<file path="config.mk">
export PLATFORM = sky130hd
export DESIGN_NAME = tmds_word_scheduler
export DESIGN_NICKNAME = d
export VERILOG_FILES = /design/src/rtl/tmds_word_scheduler.sv
export SDC_FILE = /design/constraint.sdc
export NUM_CORES = 1
export LEC_CHECK = 0
export BUFFER_PORTS_ARGS = -buffer_cell sky130_fd_sc_hd__buf_4
export CORE_ASPECT_RATIO = 2
export CORE_MARGIN = 2
export CORE_UTILIZATION = 35
export DETAILED_ROUTE_END_ITERATION = 10
export HOLD_SLACK_MARGIN = 0.03
export MAX_ROUTING_LAYER = met4
export SLEW_MARGIN = 20
export SYNTH_ARGS = -nofsm -noshare
export SYNTH_HDL_FRONTEND = slang
export SYNTH_SLANG_ARGS = --single-unit
</file>
<file path="constraint.sdc">
create_clock -name x_clk -period 1.91 [get_ports x_clk]
set_input_delay 0.191 -clock x_clk [delete_from_list [all_inputs] [get_ports x_clk]]
set_output_delay 0.191 -clock x_clk [all_outputs]
set_load 0.01 [all_outputs]
</file>
<file path="src/rtl/tmds_word_scheduler.sv">
// TMDS word scheduler: picks control, training, pixel (and optionally guard) words and
// holds each for five x_clk cycles. Define TMDS_GUARD_BAND_EN to insert a two-word guard band.
module tmds_word_scheduler #(
    parameter int         MIN_CTRL_WORDS = 12,
    parameter logic [9:0] TRAIN_WORD     = 10'b1111100000
) (
    input  logic       x_clk,
    input  logic       rst,
    input  logic [9:0] pix_data,
    input  logic       pix_valid,
    output logic       pix_ready,
    input  logic [1:0] ctl_sel,
    input  logic       train_en,
    output logic [9:0] word_out,
    output logic       word_load,
    output logic       video_active
);

    localparam int              CNT_W      = $clog2(MIN_CTRL_WORDS + 1);
    localparam logic [CNT_W-1:0] CNT_MAX   = CNT_W'(MIN_CTRL_WORDS);
    localparam logic [9:0]      RESET_WORD = 10'b1101010100;

`ifdef TMDS_GUARD_BAND_EN
    localparam logic [9:0] GUARD_WORD = 10'b1011001100;
    typedef enum logic [1:0] {CTRL, GUARD, VIDEO, TRAIN} state_t;
`else
    typedef enum logic [1:0] {CTRL, VIDEO, TRAIN} state_t;
`endif

    function automatic logic [9:0] ctl_token(input logic [1:0] sel);
        logic [9:0] tok;
        case (sel)
            2'b00:   tok = 10'b1101010100;
            2'b01:   tok = 10'b0010101011;
            2'b10:   tok = 10'b0101010100;
            default: tok = 10'b1010101011;
        endcase
        return tok;
    endfunction

    state_t           state, next_state;
    logic [2:0]       ph;
    logic [CNT_W-1:0] ctl_cnt, next_cnt;
    logic [9:0]       next_word;
    logic             next_video;
    logic             boundary;
`ifdef TMDS_GUARD_BAND_EN
    logic             guard_cnt, next_guard_cnt;
`endif

    assign boundary  = (ph == 3'd4);
    assign pix_ready = boundary && (next_state == VIDEO) && !rst;

    // Next-word selection, only committed when ph==4
    always_comb begin
        next_state = state;
        next_word  = word_out;
        next_video = 1'b0;
        next_cnt   = ctl_cnt;
`ifdef TMDS_GUARD_BAND_EN
        next_guard_cnt = guard_cnt;
`endif
        if (train_en) begin
            next_state = TRAIN;
            next_word  = TRAIN_WORD;
        end else begin
            case (state)
                CTRL: begin
                    if (pix_valid && (ctl_cnt >= CNT_MAX)) begin
`ifdef TMDS_GUARD_BAND_EN
                        next_state     = GUARD;
                        next_word      = GUARD_WORD;
                        next_guard_cnt = 1'b0;
`else
                        next_state = VIDEO;
                        next_word  = pix_data;
                        next_video = 1'b1;
`endif
                    end else begin
                        next_word = ctl_token(ctl_sel);
                        next_cnt  = (ctl_cnt >= CNT_MAX) ? CNT_MAX : ctl_cnt + 1'b1;
                    end
                end
`ifdef TMDS_GUARD_BAND_EN
                GUARD: begin
                    if (!guard_cnt) begin
                        next_word      = GUARD_WORD;
                        next_guard_cnt = 1'b1;
                    end else if (pix_valid) begin
                        next_state = VIDEO;
                        next_word  = pix_data;
                        next_video = 1'b1;
                    end else begin
                        next_state = CTRL;
                        next_word  = ctl_token(ctl_sel);
                        next_cnt   = '0;
                    end
                end
`endif
                VIDEO: begin
                    if (pix_valid) begin
                        next_word  = pix_data;
                        next_video = 1'b1;
                    end else begin
                        next_state = CTRL;
                        next_word  = ctl_token(ctl_sel);
                        next_cnt   = '0;
                    end
                end
                default: begin
                    next_state = CTRL;
                    next_word  = ctl_token(ctl_sel);
                    next_cnt   = '0;
                end
            endcase
        end
    end

    // Phase counter and word registers
    always_ff @(posedge x_clk) begin
        if (rst) begin
            ph           <= 3'd0;
            state        <= CTRL;
            ctl_cnt      <= '0;
            word_out     <= RESET_WORD;
            word_load    <= 1'b0;
            video_active <= 1'b0;
`ifdef TMDS_GUARD_BAND_EN
            guard_cnt    <= 1'b0;
`endif
        end else begin
            ph        <= boundary ? 3'd0 : ph + 3'd1;
            word_load <= boundary;
            if (boundary) begin
                state        <= next_state;
                word_out     <= next_word;
                video_active <= next_video;
                ctl_cnt      <= next_cnt;
`ifdef TMDS_GUARD_BAND_EN
                guard_cnt    <= next_guard_cnt;
`endif
            end
        end
    end

endmodule

</file>
==> reports/results.txt <==
Outcome: finished clean
Mapped Cells: 132
DP Area: 1360 um2
Synth area leaders: dfxtp_1 (36%), ha_1 (7.6%), nor2_1 (4.9%), a21oi_1 (4.8%), nand2_1 (4.2%)
First-pass detailed-route iteration total: 4
DRC errors left: 0
Total track usage: 15.9%
Cell Rows: 29
Die Area: 3810 um2
Die X: 44.7 um
CP endpoint kind: primary output
Minimum clock period: 1.74 ns
Vias in the first global route: 1019
N_diodes: 0
Slew Limit Headroom: 70.1%
Total vias in the final route: 999
Clk_skew: 0.00351 ns
Fin area: 1410 um2
Routability cong.: 0.857
Core ar.: 3160 um2
Pin count of the biggest net entering global routing: 14
Io pins: 29
Critical Path RT: 1.72 ns
Syn nets: 155
Post-layout util: 44.6%
Place WS: 0.354 ns
CTS tree: done
Fin worst setup slack: 0.170 ns
Final setup viols: 0
Fraction of layout cells with a size suffix above 1: 25.3%
Layout fillers: 316
Final count of pins violating max slew: 0
CP startpoint kind: register
TNS Setup: 0 ns
Max-Cap Viols: 0
FF+latch count, synth: 21
Post-Syn Area: 1160 um2
Pwr dens: 638 nW/um2
Post-synth EDFFs: 0
Syn Area/Cell: 8.77 um2
Top cell type's share of synthesized area: 36.3%
Area Growth Syn to Fin: 21.7%
Yosys warns: 0
Asr flop ratio synth: 0%
Detail Route Antenna Nets: 0
HP Class: in -> reg
Register area share after synthesis: 36.3%
Nets@finish: 182
Post-synth top area cell: dfxtp_1
Clock sink count: 21
Clk root buf: clkbuf_8
DR vias/cell: 5.29
Final Hold Slack: 0.188 ns
Critical path class: reg -> out
Die Y: 85.3 um
Setup repair bufs after CTS: 0
Power Total: 899 uW
Routed length per placed instance: 14.2 um
Global-route wire length before repair: 4.47 mm
Worst-path clk slew: 0.08 ns
Starting DRT DRC Count: 10
Initial antenna violation count: 0
Port bufs: 28
WL final: 2.68 mm
CP max FO: 6
Post-cts resize count: 0
F_max: 0.575 GHz
Clk_lat worst skew: 0.26 ns
Synth unique cells: 42
Most common cell in the netlist: dfxtp_1
HPWL Detailed: 2.17 mm
Arrival @ worst endpoint: 1.55 ns
CTS Hold Bufs: 0
Dpl cells: 185
Final Non-Filler Cells: 189
Leak: 0.605 nW
RSZ-0062 raised after global routing: no
Overflow after GRT: 0
Worst-margin pin slew: 0.449 ns
Most frequent cells after synthesis: dfxtp_1 (21), nor2_1 (15), nand2_1 (13)
Initial core utilization: 36.7%
Main synth FF type: dfxtp_1
Total CTS buffers: 3
Final Cycle Share: 91.1%
Final Hold Viols: 0
Peak supply drop: 0.444 mV
Clock buffer depth: 2
H-tree levels: 1
-- placed cells by master (no fill, tap or decap), types with 3 or more instances in the layout --
master    instances
a21oi_1          11
nor3_1            3
o31ai_1           4
ha_1              7
o21ai_0           4
inv_1             7
nand2_1          13
dfxtp_1          21
mux2i_1           4
nand2b_1          3
buf_4            28
clkbuf_8          3
nor2_1           15
-- layer usage --
layer	vias up	global-route usage, %	wire [um]
li1	513	-	-
met1	461	16.0	1000
met2	18	28.6	1540
met3	7	1.49	59
met4	0	7.99	82
met5	-	-	0
-- worst max-delay path: stages, from the launching register on --
cell and delay [ns]:
dfxtp_1 0.33, inv_1 0.06, ha_1 0.29, nand3b_4 0.15
nor2_4 0.17, nand2_1 0.11, inv_1 0.07, buf_4 0.11
-- power by group --
part           switching [mW]  internal (mW)
sequential             0.0133          0.453
combinational          0.0693         0.0660
clock                   0.152          0.146
total                   0.235          0.665
-- state kept, by name, summed over array words and instances, names as in the netlist --
| name | count |
|---|---|
| word_out | 10 |
| ctl_cnt | 4 |
| word_load | 1 |
| video_active | 1 |
| ph | 3 |
| state | 2 |
-- cell families (layout without fill, tap and decap cells) --
group,count (synthesis),count (layout),share of synthesized area (%)
and+or+nand+nor,47,47,21.3
AOI/OAI and AO/OA,38,38,23.6
DFF,21,21,36.3
xor gates and xnor gates,1,1,0.757
buffers and inverters,13,39,6.05
muxes,5,5,4.43
adders and majority gates,7,7,7.57
-- cell type report --
class | count | area (um2) | share of cell area (%)
sequential | 21 | 420 | 29.8
clock buffer | 3 | 41.3 | 2.93
timing repair buffer | 28 | 210 | 14.9
multi-input combinational | 98 | 667 | 47.3
inverter | 7 | 26.3 | 1.87
tap | 31 | 38.8 | 2.75
clock inverter | 1 | 5.00 | 0.355
-- path summary, 6_finish.rpt --
check | start | end | slack (ns) | cells past startpoint
worst max-delay path | ph[0] | pix_ready | 0.17 | 7
worst min-delay path | pix_data[5] | word_out[5] | 0.19 | 3
worst max register to register | ph[0] | ctl_cnt[3] | 0.37 | 6
worst min register to register | video_active | video_active | 0.45 | 2
(Power assumes the default switching activity.)
